## src/rtl/pipe_hazard_ctrl_if.sv

```systemverilog
// rtl/pipe_hazard_ctrl_if.sv - pipeline hazard controller request/control bundle
interface pipe_hazard_ctrl_if #(
    parameter int N_STAGES = 5,
    parameter int REG_W    = 5
);
    logic [N_STAGES-1:0] stall_req;
    logic [N_STAGES-1:0] flush_req;
    logic [31:0]         redir_pc;
    logic [REG_W-1:0]    d_src0;
    logic [REG_W-1:0]    d_src1;
    logic                d_use0;
    logic                d_use1;
    logic [REG_W-1:0]    e_dst;
    logic                e_is_load;
    logic                md_start;
    logic [N_STAGES-1:0] stall_o;
    logic [N_STAGES-1:0] flush_o;
    logic                pc_redir_vld;
    logic [31:0]         pc_redir;
    logic                md_busy;

    modport master (
        output stall_req, flush_req, redir_pc, d_src0, d_src1, d_use0, d_use1,
               e_dst, e_is_load, md_start,
        input  stall_o, flush_o, pc_redir_vld, pc_redir, md_busy
    );

    modport slave (
        input  stall_req, flush_req, redir_pc, d_src0, d_src1, d_use0, d_use1,
               e_dst, e_is_load, md_start,
        output stall_o, flush_o, pc_redir_vld, pc_redir, md_busy
    );
endinterface

```

## src/rtl/pipe_hazard_ctrl.sv

```systemverilog
// rtl/pipe_hazard_ctrl.sv - stall/flush/redirect controller; HAZARD_PERF_CNT_EN adds perf counters
module pipe_hazard_ctrl #(
    parameter int N_STAGES  = 5,
    parameter int REG_W     = 5,
    parameter int MD_CYCLES = 32,
    parameter int E_IDX     = 2
) (
    input  logic        clk,
    input  logic        resetn,
`ifdef HAZARD_PERF_CNT_EN
    output logic [31:0] perf_stall_cyc,
    output logic [31:0] perf_flush_cnt,
`endif
    pipe_hazard_ctrl_if.slave hz
);
    localparam int CW = $clog2(MD_CYCLES);

    typedef enum logic {IDLE, PEND} state_t;

    state_t              state_q, state_d;
    logic [31:0]         pend_pc_q, pend_pc_d;
    logic [CW-1:0]       cnt_q, cnt_d;
    logic                md_busy;
    logic                loaduse;
    logic [N_STAGES-1:0] s;
    logic [N_STAGES-1:0] stall_m;
    logic [N_STAGES-1:0] fmask;
    logic                flush_acc;
    logic [N_STAGES-1:0] stall_v;
    logic [N_STAGES-1:0] flush_v;
    logic                vld;
    logic [31:0]         pc_v;

    assign md_busy = (cnt_q != '0);

    always_comb begin
        loaduse = hz.e_is_load && (hz.e_dst != '0) &&
                  ((hz.d_use0 && (hz.d_src0 == hz.e_dst)) ||
                   (hz.d_use1 && (hz.d_src1 == hz.e_dst)));
        s = hz.stall_req;
        s[1] = s[1] | loaduse;
        s[E_IDX] = s[E_IDX] | md_busy;

        // stall_m[j]: some stall at or above j; fmask[j]: some flush at or above j
        for (int j = 0; j < N_STAGES; j++) begin
            stall_m[j] = |(s >> j);
            fmask[j]   = |(hz.flush_req >> j);
        end

        // A stall strictly older than the oldest flush source blocks the flush
        flush_acc = (|hz.flush_req) && !(|(s & ~fmask));

        stall_v = '0;
        flush_v = '0;
        if (flush_acc) begin
            flush_v = fmask;
            flush_v[0] = 1'b0;
        end else begin
            stall_v = stall_m;
            for (int j = 1; j < N_STAGES; j++)
                flush_v[j] = s[j-1] & ~stall_m[j];
        end

        state_d   = state_q;
        pend_pc_d = pend_pc_q;
        vld       = 1'b0;
        pc_v      = '0;
        if (flush_acc) begin
            if (hz.stall_req[0]) begin
                pend_pc_d = hz.redir_pc;
                state_d   = PEND;
            end else begin
                vld     = 1'b1;
                pc_v    = hz.redir_pc;
                state_d = IDLE;
            end
        end else if (state_q == PEND && !hz.stall_req[0]) begin
            vld     = 1'b1;
            pc_v    = pend_pc_q;
            state_d = IDLE;
        end

        // While a redirect waits, keep the PC and discard whatever fetch produces
        if (state_q == PEND) begin
            flush_v[1] = 1'b1;
            if (!vld)
                stall_v[0] = 1'b1;
        end

        cnt_d = cnt_q;
        if (flush_acc && fmask[E_IDX+1])
            cnt_d = '0;
        else if (cnt_q != '0)
            cnt_d = cnt_q - CW'(1);
        else if (hz.md_start)
            cnt_d = CW'(MD_CYCLES - 1);
    end

    always_ff @(posedge clk or negedge resetn) begin
        if (!resetn) begin
            state_q   <= IDLE;
            pend_pc_q <= '0;
            cnt_q     <= '0;
        end else begin
            state_q   <= state_d;
            pend_pc_q <= pend_pc_d;
            cnt_q     <= cnt_d;
        end
    end

    assign hz.stall_o      = stall_v;
    assign hz.flush_o      = flush_v;
    assign hz.pc_redir_vld = vld;
    assign hz.pc_redir     = pc_v;
    assign hz.md_busy      = md_busy;

`ifdef HAZARD_PERF_CNT_EN
    logic [31:0] perf_stall_q, perf_stall_d;
    logic [31:0] perf_flush_q, perf_flush_d;

    always_comb begin
        perf_stall_d = perf_stall_q + 32'(stall_v[0]);
        perf_flush_d = perf_flush_q + 32'(flush_acc);
    end

    always_ff @(posedge clk or negedge resetn) begin
        if (!resetn) begin
            perf_stall_q <= '0;
            perf_flush_q <= '0;
        end else begin
            perf_stall_q <= perf_stall_d;
            perf_flush_q <= perf_flush_d;
        end
    end

    assign perf_stall_cyc = perf_stall_q;
    assign perf_flush_cnt = perf_flush_q;
`endif
endmodule

```

## src/flat_wrapper.sv

```systemverilog
// flat-port wrapper written by rule: the top's interface ports become plain ports
module pipe_hazard_ctrl_flat 
#(
    parameter int N_STAGES  = 5,
    parameter int REG_W     = 5,
    parameter int MD_CYCLES = 32,
    parameter int E_IDX     = 2
)
  (clk, resetn, hz_stall_req, hz_flush_req, hz_redir_pc, hz_d_src0, hz_d_src1, hz_d_use0, hz_d_use1, hz_e_dst, hz_e_is_load, hz_md_start, hz_stall_o, hz_flush_o, hz_pc_redir_vld, hz_pc_redir, hz_md_busy);
  pipe_hazard_ctrl_if #(.N_STAGES(N_STAGES), .REG_W(REG_W)) hz_i ();
  input  logic clk;
  input  logic resetn;
  input wire logic [$bits(hz_i.stall_req)-1:0] hz_stall_req;
  input wire logic [$bits(hz_i.flush_req)-1:0] hz_flush_req;
  input wire logic [$bits(hz_i.redir_pc)-1:0] hz_redir_pc;
  input wire logic [$bits(hz_i.d_src0)-1:0] hz_d_src0;
  input wire logic [$bits(hz_i.d_src1)-1:0] hz_d_src1;
  input wire logic [$bits(hz_i.d_use0)-1:0] hz_d_use0;
  input wire logic [$bits(hz_i.d_use1)-1:0] hz_d_use1;
  input wire logic [$bits(hz_i.e_dst)-1:0] hz_e_dst;
  input wire logic [$bits(hz_i.e_is_load)-1:0] hz_e_is_load;
  input wire logic [$bits(hz_i.md_start)-1:0] hz_md_start;
  output wire logic [$bits(hz_i.stall_o)-1:0] hz_stall_o;
  output wire logic [$bits(hz_i.flush_o)-1:0] hz_flush_o;
  output wire logic [$bits(hz_i.pc_redir_vld)-1:0] hz_pc_redir_vld;
  output wire logic [$bits(hz_i.pc_redir)-1:0] hz_pc_redir;
  output wire logic [$bits(hz_i.md_busy)-1:0] hz_md_busy;
  assign hz_i.stall_req = hz_stall_req;
  assign hz_i.flush_req = hz_flush_req;
  assign hz_i.redir_pc = hz_redir_pc;
  assign hz_i.d_src0 = hz_d_src0;
  assign hz_i.d_src1 = hz_d_src1;
  assign hz_i.d_use0 = hz_d_use0;
  assign hz_i.d_use1 = hz_d_use1;
  assign hz_i.e_dst = hz_e_dst;
  assign hz_i.e_is_load = hz_e_is_load;
  assign hz_i.md_start = hz_md_start;
  assign hz_stall_o = hz_i.stall_o;
  assign hz_flush_o = hz_i.flush_o;
  assign hz_pc_redir_vld = hz_i.pc_redir_vld;
  assign hz_pc_redir = hz_i.pc_redir;
  assign hz_md_busy = hz_i.md_busy;
  pipe_hazard_ctrl #(.N_STAGES(N_STAGES), .REG_W(REG_W), .MD_CYCLES(MD_CYCLES), .E_IDX(E_IDX)) u_core (.clk(clk), .resetn(resetn), .hz(hz_i));
endmodule
```

## config.mk

```make
export PLATFORM = sky130hd
export DESIGN_NAME = pipe_hazard_ctrl_flat
export DESIGN_NICKNAME = d
export VERILOG_FILES = /design/src/rtl/pipe_hazard_ctrl_if.sv /design/src/rtl/pipe_hazard_ctrl.sv /design/src/flat_wrapper.sv
export SDC_FILE = /design/constraint.sdc
export NUM_CORES = 1
export LEC_CHECK = 0
export BUFFER_PORTS_ARGS = -buffer_cell sky130_fd_sc_hd__buf_2
export CORE_MARGIN = 1
export CORE_UTILIZATION = 34
export CTS_CLUSTER_SIZE = 25
export DETAILED_ROUTE_END_ITERATION = 8
export SYNTH_ARGS = -nofsm -noshare
export SYNTH_HDL_FRONTEND = slang
export SYNTH_SLANG_ARGS = --single-unit
```

## constraint.sdc

```tcl
create_clock -name clk -period 4.7 [get_ports clk]
set_clock_uncertainty 0.1 [all_clocks]
set_input_delay 0.94 -clock clk [delete_from_list [all_inputs] [get_ports clk]]
set_output_delay 0.94 -clock clk [all_outputs]
set_load 0.05 [all_outputs]
```

==> summary.txt, run 1 <==
Outcome
  • Status: complete, no violations

Pwr
  • PD cells: 352 nW/um^2
  • Peak supply drop: between 0.1 and 0.15 mV
  • Pleak: approximately 1.8 nW

Timing
  • Period minus WS final: just under 4 ns
  • RSZ-0062 raised after global routing: false
  • Final Cycle Share: 83.4%
  • Fmax: approximately 260 MHz
  • Final setup margin: slightly below 0.8 ns
  • Slew at the pin closest to its max-slew limit: around 0.86 ns
  • Final setup vio count: 0
  • Setup_tns: 0 ns
  • Slew Limit Fails: 0
  • Final hold vios: 0
  • Relative slew slack: between 40% and 50%

Drt
  • Total Wirelength: around 6000 um
  • Detail Route Antenna Nets: 0
  • Via count: approximately 2200
  • Drt via density: approximately 4.7
  • DRT Pass-1 Iters: 4
  • Wirelength per Cell: 12.8 um
  • Initial DRC count: between 70 and 80
  • DRC: 0

Global route
  • Vias in the first global route: 2221
  • Largest net degree at the start of global routing: 39
  • GRT overflow: 0
  • Initial antenna violation count: 0
  • First-pass GRT wire length: between 10000 and 15000 um
  • Total GRT Usage: between 10% and 20%

Clocking
  • TritonCTS clock tree: yes
  • CTS root buf: clkbuf_8
  • Post-CTS Hold Buffers: 0
  • Clock Sinks: 38
  • Clk buf depth: 2
  • Num CTS Buffers: 5
  • Clk Latency, worst-skew pair: 0.28 ns
  • Worst-path clk slew: around 0.07 ns
  • Post-CTS Repair Setup Buffers: 0
  • Post-cts resize count: 0
  • H-tree levels: 2

Synth
  • Mapped Cells: 261
  • Synthesized area: 2710 um^2
  • Syn Nets: between 300 and 400
  • Yosys top cell by area: dfrtp_1
  • Sequential fraction of the synthesis area: between 30% and 40%
  • Yosys top cell area share: a little over a third
  • Yosys reg bits: 38
  • Post-synthesis cell type count: 40
  • Yosys warns: 0
  • Mean area per synthesized cell: ~10 um^2
  • Area contributors post-synth: dfrtp_1 (35%), mux2_4 (17%), mux2i_1 (12%)

Place
  • Final HPWL DP: approximately 4500 um
  • PortBufs: 105
  • Pre-CTS WS: a little under 0.8 ns
  • GP Congestion: just over 0.8

Flow run
  • Max_cap viols: 0

Cells and area
  • Number of diodes: 0
  • Nets: about 430
  • Layout cells sized above 1: 43.5%
  • Layout Area Growth over Synthesis: 26.5%
  • Fill count: between 700 and 800

Floorplan
  • Die area: between 8000 and 9000 um^2
  • Core box area: ~7700 um^2
  • Row cnt: 32
  • Die Height: ~91 um
  • Die width: around 90 um
  • I/O pin count: about 110
  • Initial cell density of the core: 35.0%

Critical path
  • CP Capture Type: output pin
  • Critical path arrival: 2.88 ns
  • CP Launch Type: primary input
  • Worst Path Max Fanout: 15
  • Crit Path Class: primary input to output pin
  • CP required: between 3 and 4 ns

Hold path
  • Hold Path Class: flop to flop
registers in the layout (all words and copies together), names as in the netlist:
name              cells
u_core.pend_pc_q     32
u_core.cnt_q          5
u_core.state_q        1
kinds of logic (layout without fill, tap and decap cells):
group	after synthesis	in the layout	synth area share (%)
other	1	1	0.139
adder cells (fa/ha/maj)	2	2	0.924
AND/OR/NAND/NOR	92	92	17.2
XOR/XNOR	12	12	3.88
flip-flops	38	38	35.1
AO/OA/AOI/OAI	30	30	8.14
multiplexers	65	65	29.7
buffers and inverters	21	123	4.90
cells in the mapped netlist:
| library cell | count |
|---|---|
| buf_2 | 1 |
| inv_1 | 6 |
| and3_1 | 1 |
| mux2_2 | 3 |
| a21o_1 | 1 |
| clkbuf_1 | 6 |
| o21bai_1 | 2 |
| o21a_1 | 2 |
| conb_1 | 1 |
| a21oi_2 | 1 |
| nand4_1 | 2 |
| nor3_1 | 3 |
| nor2b_1 | 1 |
| ha_1 | 2 |
| o22a_1 | 1 |
| o41ai_1 | 1 |
| a21oi_1 | 8 |
| o211ai_1 | 1 |
| or3_1 | 1 |
| a211oi_1 | 3 |
| a311oi_1 | 1 |
| dfrtp_1 | 38 |
| mux2_4 | 30 |
| nand2b_1 | 34 |
| a311o_1 | 1 |
| or4_1 | 1 |
| buf_4 | 2 |
| o211ai_4 | 1 |
| nand2_2 | 1 |
| a21boi_0 | 1 |
| o32ai_1 | 1 |
| o22ai_1 | 1 |
| buf_6 | 6 |
| o21ai_0 | 3 |
| mux2i_1 | 32 |
| nand2_1 | 36 |
| nor4b_2 | 1 |
| nor2_1 | 11 |
| a31o_2 | 1 |
| xnor2_1 | 12 |
power breakdown:
| part | internal [W] | leakage (nW) | switching [W] |
|---|---|---|---|
| registers | 0.000390 | 0.453 | 0.0000420 |
| logic | 0.000200 | 1.26 | 0.000293 |
| clock network | 0.000170 | 0.0573 | 0.000111 |
per-stage QoR:
step,instances,total power (W),util [%],cell area [um^2],hold WS (ns)
CTS,465,0.00122,44.3,3420,0.413
finish,465,0.00121,44.3,3420,0.411
global route,465,0.00128,44.3,3420,0.419
detailed placement,458,0.000934,42.8,3310,0.392
global placement,458,0.000927,42.8,3310,0.392
floorplan,261,0.000818,-,2710,0.370
critical path: stages:
cell and delay (ns):
buf_2 0.12, or4_1 0.52, o21a_1 0.22, nand2_2 0.10, o21a_2 0.13, buf_4 0.27
mux2i_1 0.28, buf_2 0.30
cells in the final DEF (no fill, tap or decap), types with 2 or more instances in the layout:
cell | synthesis | routed
a211oi_1 | 3 | 3
a21oi_1 | 8 | 8
buf_2 | 1 | 105
buf_4 | 2 | 4
clkbuf_8 | 0 | 6
dfrtp_1 | 38 | 38
ha_1 | 2 | 2
inv_1 | 6 | 6
mux2_2 | 3 | 3
mux2_4 | 30 | 30
mux2i_1 | 32 | 32
nand2_1 | 36 | 36
nand2b_1 | 34 | 34
nand4_1 | 2 | 2
nor2_1 | 11 | 10
nor3_1 | 3 | 3
o21ai_0 | 3 | 2
o21bai_1 | 2 | 2
xnor2_1 | 12 | 12
cell type report:
class                   instances  area (um^2)  share of cell area [%]
inverters                       6         22.5                   0.658
clock inverters                 1         30.0                   0.877
multi-input cells             202         1630                    47.7
repair buffers                110          576                    16.8
well taps                     102          128                    3.73
flip-flops and latches         38          951                    27.8
clock buffers                   6         82.6                    2.41
metal layers:
metal	share of wire (%)	GRT usage [%]	up-vias
met1	48	19.5	1018
met2	46	26.1	59
met4	1.4	4.76	0
li1	-	-	1093
met3	4.4	3.60	9
met5	0	0	-
final timing paths:
path / from / endpoint / slack (ns) / depth (start not counted)
worst min-delay path: u_core.pend_pc_q[22] / u_core.pend_pc_q[22] / 0.41 / 1
min in group asynchronous: resetn / u_core.cnt_q[0] / 0.66 / 1
worst max register to register: u_core.cnt_q[0] / u_core.pend_pc_q[3] / 2.18 / 8
worst min register to register: u_core.pend_pc_q[22] / u_core.pend_pc_q[22] / 0.41 / 1
worst max-delay path: hz_e_dst[0] / hz_pc_redir[28] / 0.78 / 8
max in group asynchronous: resetn / u_core.cnt_q[4] / 3.29 / 1
Power figures use the tool's default switching activity.
==> run 2, diff against run 1 <==
==> constraint.sdc (replaced) <==
create_clock -name clk -period 3.5 [get_ports clk]
set_clock_uncertainty 0.1 [all_clocks]
set_input_delay 0.7 -clock clk [delete_from_list [all_inputs] [get_ports clk]]
set_output_delay 0.7 -clock clk [all_outputs]
set_load 0.05 [all_outputs]
==> summary.txt, run 2 (synthesis gave the netlist of run 1 again) <==
Outcome
  • Status: complete, no violations

Drt
  • Drt via density: 4.74 (+1.1%)
  • Via count: 2221 (+1.9%)
  • DRT Pass-1 Iters: 5 (+1)
  • DRC: 0 (unchanged)
  • Detail Route Antenna Nets: 0 (unchanged)
  • Total Wirelength: 6550 um (+9.8%)
  • Wirelength per Cell: 14.0 um (+8.9%)
  • Initial DRC count: 19 (-76%)

Cells and area
  • Commonest non-fill, non-tap cells in the layout: buf_2 (73), dfrtp_1 (38), nand2_1 (36), nand2b_1 (34), mux2_4 (30)
  • Most common cell after layout, fill and taps aside: buf_2
  • Multi-input gate area: 1700 um^2 (+3.8%)
  • Register area: 951 um^2 (unchanged)
  • Layout Area Growth over Synthesis: 34.5%
  • Nets: 432 (+0.93%)
  • Biggest regs: u_core.pend_pc_q (32), u_core.cnt_q (5), u_core.state_q (1)
  • Number of diodes: 0 (unchanged)
  • Largest register FFs: 32 (unchanged)
  • Fill count: 759 (unchanged)
  • Largest register by flop count: u_core.pend_pc_q
  • Non-Filler Instances: 469 (+0.86%)
  • Layout cells sized above 1: 46.9% (+3.3 points)

Critical path
  • Cells on worst reg2reg path: 8 (unchanged)
  • Worst R2R Setup Slack: 1.18 ns (-1.00 ns)
  • Largest stage delay, worst path: 0.40 ns (-0.12 ns)
  • Critical R2R Launch: u_core.cnt_q[1]
  • Crit Path Class: flop to output pin
  • CP Launch Type: flop
  • Cells along the critical path: inv_1 -> ha_2 -> nor4b_4 -> o211ai_1 -> a21oi_2 -> o21a_4 -> clkbuf_16 -> mux2i_1 -> clkbuf_4
  • Critical path arrival: 2.53 ns (-0.35 ns)
  • Slowest cell on crit path: dfrtp_1
  • CP Capture Type: output pin
  • CP required: 2.70 ns (-0.96 ns)
  • Reg-to-Reg End: u_core.pend_pc_q[16]
  • Worst Path Max Fanout: 9 (-6)

Flow run
  • Max_cap viols: 0 (unchanged)

Clocking
  • Num CTS Buffers: 5 (unchanged)
  • Clock Sinks: 38 (unchanged)
  • Post-CTS Hold Buffers: 0 (unchanged)
  • Worst-path clk slew: 0.07 ns (about the same)
  • CTS root buf: clkbuf_8
  • Clk buf depth: 2 (unchanged)
  • H-tree levels: 2 (unchanged)
  • Clk Latency, worst-skew pair: 0.28 ns (about the same)
  • TritonCTS clock tree: yes

Hold path
  • Hold Path Class: flop to flop
  • Hold Crit Start: u_core.pend_pc_q[1]
  • Hold Crit Endpoint: u_core.pend_pc_q[1]
  • Min-Delay Path Depth: 1 (unchanged)

Pwr
  • Internal: 0.00107 W (+40%)
  • Clk pwr share: 22.4% (-0.9 points)
  • Pleak: 1.81 nW (+2.2%)
  • Gate power share: 43.0% (+2.1 points)
  • Total power draw: 0.00169 W (+41%)
  • PD cells: 465 nW/um^2 (+32%)
  • Share of power burned in registers: 34.7% (-1.1 points)
  • Switching Share: 37.0% (+0.066 points)
  • Peak supply drop: 0.178 mV (+42%)
  • Psw: 0.000627 W (+41%)

Floorplan
  • I/O pin count: 107 (unchanged)
  • Core box area: 7730 um^2 (unchanged)
  • Die area: 8320 um^2 (unchanged)
  • Die width: 91.2 um (unchanged)
  • Row cnt: 32 (unchanged)
  • Initial cell density of the core: 35.0% (unchanged)
  • Die Height: 91.2 um (unchanged)

Place
  • GP Congestion: 0.791 (-2.9%)
  • Placed Instances: 460 (+0.44%)
  • PortBufs: 105 (unchanged)
  • Final HPWL DP: 4640 um (+4.2%)

Timing
  • Fmax: 301 MHz
  • Slew Limit Fails: 0 (unchanged)
  • Final Cycle Share: between 90 and 100%
  • Period minus WS final: between 3 and 4 ns
  • Relative slew slack: 42.8% (-0.086 points)
  • Slew at the pin closest to its max-slew limit: 0.858 ns (+0.00130 ns)
  • Final setup vio count: 0 (unchanged)
  • Final hold vios: 0 (unchanged)

Global route
  • First-pass GRT wire length: 10600 um (+3.3%)
  • Initial antenna violation count: 0 (unchanged)
  • Vias in the first global route: 2261 (+1.8%)
  • Total GRT Usage: 16.1% (+0.64 points)
  • Largest net degree at the start of global routing: 39 (unchanged)
  • GRT overflow: 0 (unchanged)
==> run 2: cell count changes in the layout (fill, tap and decap cells not counted), moves of 3 or more <==
| cell | change |
|---|---|
| buf_4 | +14 |
| mux2i_2 | +3 |
| clkbuf_4 | +16 |
| mux2i_1 | -4 |
| buf_2 | -32 |
| buf_6 | +4 |
==> run 2: worst max path at each step <==
stage	to	slack, ns	startpoint
floorplan	hz_pc_redir[10]	-0.09	hz_e_dst[0]
global placement	hz_pc_redir[13]	0.14	hz_e_dst[0]
detailed placement	hz_pc_redir[15]	0.1	hz_e_dst[0]
CTS	hz_pc_redir[13]	0.008	u_core.cnt_q[0]
global route	hz_pc_redir[11]	-0.03	u_core.cnt_q[1]
finish	hz_pc_redir[9]	0.17	u_core.cnt_q[1]
==> run 2: area by class of cell <==
cell class	instances	share of cell area (%)
sequential	38	26.1
clock inverter	1	0.825
inverter	6	0.619
multi-input combinational	202	46.6
tap	102	3.51
timing repair buffer	114	20.1
clock buffer	6	2.27
==> run 2: power by group through the flow <==
stage	registers, W	clock network (W)	logic, W
6_report	0.000587	0.000379	0.000728
5_1_grt	0.000598	0.000413	0.000787
4_1_cts	0.000586	0.000397	0.000691
3_5_place_dp	0.000587	0	0.000681
3_3_place_gp	0.000585	0	0.000670
2_1_floorplan	0.000574	0	0.000529
==> run 2: critical path: cells and delay by family (launching register included) <==
kind                     cells  cell delay, ns
AO/OA/AOI/OAI                3            0.68
buffers and inverters        3            0.53
flip-flops                   1            0.40
AND/OR/NAND/NOR              1            0.26
adder cells (fa/ha/maj)      1            0.19
multiplexers                 1            0.18
==> run 2: metrics by stage <==
| step | instance area (um^2) | setup TNS (ns) | hold slack [ns] | worst slack (ns) | util [%] |
|---|---|---|---|---|---|
| floorplan | 2730 | -2.91 | 0.304 | -0.0946 | - |
| global placement | 3360 | 0 | 0.389 | 0.145 | 43.4 |
| detailed placement | 3360 | 0 | 0.391 | 0.0997 | 43.4 |
| CTS | 3480 | 0 | 0.412 | 0.00792 | 45.0 |
| global route | 3640 | -0.0349 | 0.417 | -0.0349 | 47.1 |
| finish | 3640 | 0 | 0.411 | 0.174 | 47.1 |
==> run 2: timing repair <==
action / in CTS / in global routing
endpoints found under the hold margin: 0 / 0
gates resized for setup: 2 / 58
setup buffers: 0 / 1
pin swaps: 0 / 2
endpoints found under the setup margin: 25 / 34
gates cloned: 0 / 1
==> run 2: per-layer routing <==
layer / routed length (um) / GRT usage (%) / share of wire (%) / vias to the layer above
li1: - / - / - / 1100
met2: 3280 / 28.6 / 50 / 57
met4: 33 / 3.17 / 0.50 / 0
met1: 2950 / 20.2 / 45 / 1060
met3: 288 / 3.27 / 4.4 / 4
met5: 0 / 0 / 0 / -
==> run 3, diff against run 2 <==
--- a/config.mk
+++ b/config.mk
@@ -6,10 +6,12 @@
 export NUM_CORES = 1
 export LEC_CHECK = 0
 export BUFFER_PORTS_ARGS = -buffer_cell sky130_fd_sc_hd__buf_2
+export CAP_MARGIN = 5
 export CORE_MARGIN = 1
 export CORE_UTILIZATION = 34
 export CTS_CLUSTER_SIZE = 25
 export DETAILED_ROUTE_END_ITERATION = 8
+export PLACE_DENSITY = 0.69
 export SYNTH_ARGS = -nofsm -noshare
 export SYNTH_HDL_FRONTEND = slang
 export SYNTH_SLANG_ARGS = --single-unit
==> constraint.sdc (replaced) <==
create_clock -name clk -period 3.5 [get_ports clk]
set_clock_uncertainty 0.1 [all_clocks]
set_input_delay 0.7 -clock clk [delete_from_list [all_inputs] [get_ports clk]]
set_output_delay 0.7 -clock clk [all_outputs]
set_load 0.01 [all_outputs]
==> summary.txt, run 3 (synthesis gave the netlist of run 1 again) <==
Critical path
  • CP required: 2.70 ns (about the same)
  • Worst R2R Setup Slack: 1.22 ns (+0.04 ns)
  • Cells along the critical path: inv_1 -> ha_1 -> nor4b_4 -> o211ai_1 -> a21oi_2 -> o21a_2 -> buf_12 -> mux2i_1 -> buf_2
  • Critical R2R Launch: u_core.cnt_q[0]
  • Worst Path Max Fanout: 25 (+16)
  • Slowest cell on crit path: dfrtp_1
  • Largest stage delay, worst path: 0.42 ns (+0.02 ns)
  • Reg-to-Reg End: u_core.pend_pc_q[8]
  • CP Capture Type: output pin
  • CP Launch Type: flop
  • Cells on worst reg2reg path: 8 (unchanged)
  • Crit Path Class: flop to output pin
  • Critical path arrival: 2.47 ns (-0.06 ns)

Pwr
  • Switching Share: 32.3% (-4.7 points)
  • Share of power burned in registers: 41.3% (+6.6 points)
  • Clk pwr share: 21.8% (-0.6 points)
  • PD cells: 413 nW/um^2 (-11%)
  • Psw: 0.000459 W (-27%)
  • Peak supply drop: 0.139 mV (-22%)
  • Pleak: 1.78 nW (-1.8%)
  • Gate power share: 36.9% (-6.1 points)
  • Internal: 0.000961 W (-9.9%)

Global route
  • First-pass GRT wire length: 9940 um (-6.4%)
  • Vias in the first global route: 2092 (-7.5%)
  • Largest net degree at the start of global routing: 39 (unchanged)
  • Met2 Use GR: 25.0% (-3.6 points)
  • GRT overflow: 0 (unchanged)
  • Grt peak-use layer: met2
  • Global routing met1 resource utilization: 19.4% (-0.79 points)
  • Total GRT Usage: 14.9% (-1.2 points)
  • GRT met3 Usage: 3.52% (+0.25 points)
  • Initial antenna violation count: 0 (unchanged)

Cells and area
  • Layout Area Growth over Synthesis: 26.9%
  • Largest register by flop count: u_core.pend_pc_q
  • Fill count: 750 (-1.2%)
  • Utilization after layout: 44.4% (-2.7 points)
  • Biggest regs: u_core.pend_pc_q (32), u_core.cnt_q (5), u_core.state_q (1)
  • Non-Filler Instances: 468 (-0.21%)
  • Multi-input gate area: 1640 um^2 (-3.6%)
  • Commonest non-fill, non-tap cells in the layout: buf_2 (105), dfrtp_1 (38), nand2_1 (36), nand2b_1 (34), mux2i_1 (32)
  • Nets: 430 (-0.46%)
  • Register area: 951 um^2 (unchanged)
  • Largest register FFs: 32 (unchanged)
  • Layout cells sized above 1: 43.7% (-3.2 points)
  • Number of diodes: 0 (unchanged)
  • Most common cell after layout, fill and taps aside: buf_2

Clocking
  • H-tree levels: 2 (unchanged)
  • CTS root buf: clkbuf_8
  • Clock Sinks: 38 (unchanged)
  • Worst-path clk slew: 0.08 ns (about the same)
  • TritonCTS clock tree: yes
  • Num CTS Buffers: 5 (unchanged)
  • Clk Latency, worst-skew pair: 0.28 ns (about the same)
  • Post-CTS Hold Buffers: 0 (unchanged)
  • Clk buf depth: 2 (unchanged)

Drt
  • DRT Pass-1 Iters: 4 (-1)
  • Drt via density: 4.74 (about the same)
  • Detail Route Antenna Nets: 0 (unchanged)
  • Via count: 2218 (-0.14%)
  • DRC: 0 (unchanged)
  • Initial DRC count: 68 (+49)
  • Total Wirelength: 5960 um (-8.9%)
  • Wirelength per Cell: 12.7 um (-8.7%)

Timing
  • Slew at the pin closest to its max-slew limit: 0.818 ns (-0.0406 ns)
  • Period minus WS final: 3.27 ns (-0.0525 ns)
  • Final setup vio count: 0 (unchanged)
  • Final Cycle Share: 93.5% (-1.5 points)
  • RSZ-0062 raised after global routing: false
  • Fmax: 305 MHz (+1.6%)
  • Final hold vios: 0 (unchanged)
  • Slew Limit Fails: 0 (unchanged)
  • Relative slew slack: 45.5% (+2.7 points)
  • Setup_tns: 0 ns (unchanged)

Outcome
  • Status: complete, no violations

Hold path
  • Hold Path Class: primary input to async pin

Floorplan
  • I/O pin count: 107 (unchanged)
  • Die width: 91.2 um (unchanged)
  • Die Height: 91.2 um (unchanged)
  • Initial cell density of the core: 35.0% (unchanged)
  • Row cnt: 32 (unchanged)
  • Core box area: 7730 um^2 (unchanged)
  • Die area: 8320 um^2 (unchanged)

Place
  • PortBufs: 105 (unchanged)
  • Final HPWL DP: 4530 um (-2.3%)
  • Placed Instances: 460 (unchanged)
  • GP Congestion: 0.786 (-0.61%)

Flow run
  • Max_cap viols: 0 (unchanged)
## run 3: per-layer routing
metal	vias to the layer above	routed length (um)
met1	1046	2800
met2	66	2820
met5	-	0
met4	0	65
li1	1099	-
met3	7	271
## run 3: worst max path at each step
| stage | startpoint | endpoint | slack [ns] | depth (start not counted) |
|---|---|---|---|---|
| after floorplan | hz_e_dst[0] | hz_pc_redir[10] | 0.50 | 7 |
| after global placement | hz_e_dst[0] | hz_pc_redir[0] | 0.32 | 8 |
| after detailed placement | hz_e_dst[0] | hz_pc_redir[30] | 0.29 | 8 |
| after CTS | u_core.cnt_q[0] | hz_pc_redir[30] | 0.13 | 9 |
| after global routing | u_core.cnt_q[0] | hz_pc_redir[20] | 0.03 | 9 |
| final | u_core.cnt_q[0] | hz_pc_redir[0] | 0.23 | 9 |
## run 3: what timing repair did
action	in CTS	in global routing
endpoints found under the setup margin	0	20
buffers inserted	0	0
endpoints found under the hold margin	0	0
gates resized for setup	0	1
## run 3: power groups by stage
stage	logic (W)	registers, W	clock network, W
floorplan	0.000369	0.000574	0
global placement	0.000507	0.000585	0
detailed placement	0.000521	0.000586	0
CTS	0.000522	0.000582	0.000326
global route	0.000577	0.000597	0.000343
finish	0.000524	0.000586	0.000310
## run 3: layout make-up
type	count	share of cell area (%)
clock buffers	6	2.40
clock inverters	2	0.364
inverters	6	0.656
multi-input cells	202	47.6
flip-flops and latches	38	27.7
well taps	102	3.72
repair buffers	112	17.6
## run 3: critical path, delay by kind of cell (launching register included)
family / cells / cell delay, ns
buffers and inverters: 3 / 0.47
multiplexers: 1 / 0.21
flip-flops: 1 / 0.42
AND/OR/NAND/NOR: 1 / 0.25
adder cells (fa/ha/maj): 1 / 0.19
AO/OA/AOI/OAI: 3 / 0.63
## run 3: through the flow
| step | hold slack (ns) | setup slack [ns] | power, W | instance area (um^2) |
|---|---|---|---|---|
| after floorplan | 0.304 | 0.500 | 0.000943 | 2710 |
| after global placement | 0.390 | 0.319 | 0.00109 | 3330 |
| after detailed placement | 0.391 | 0.286 | 0.00111 | 3330 |
| after CTS | 0.414 | 0.129 | 0.00143 | 3430 |
| after global routing | 0.428 | 0.0311 | 0.00152 | 3430 |
| final | 0.401 | 0.226 | 0.00142 | 3430 |
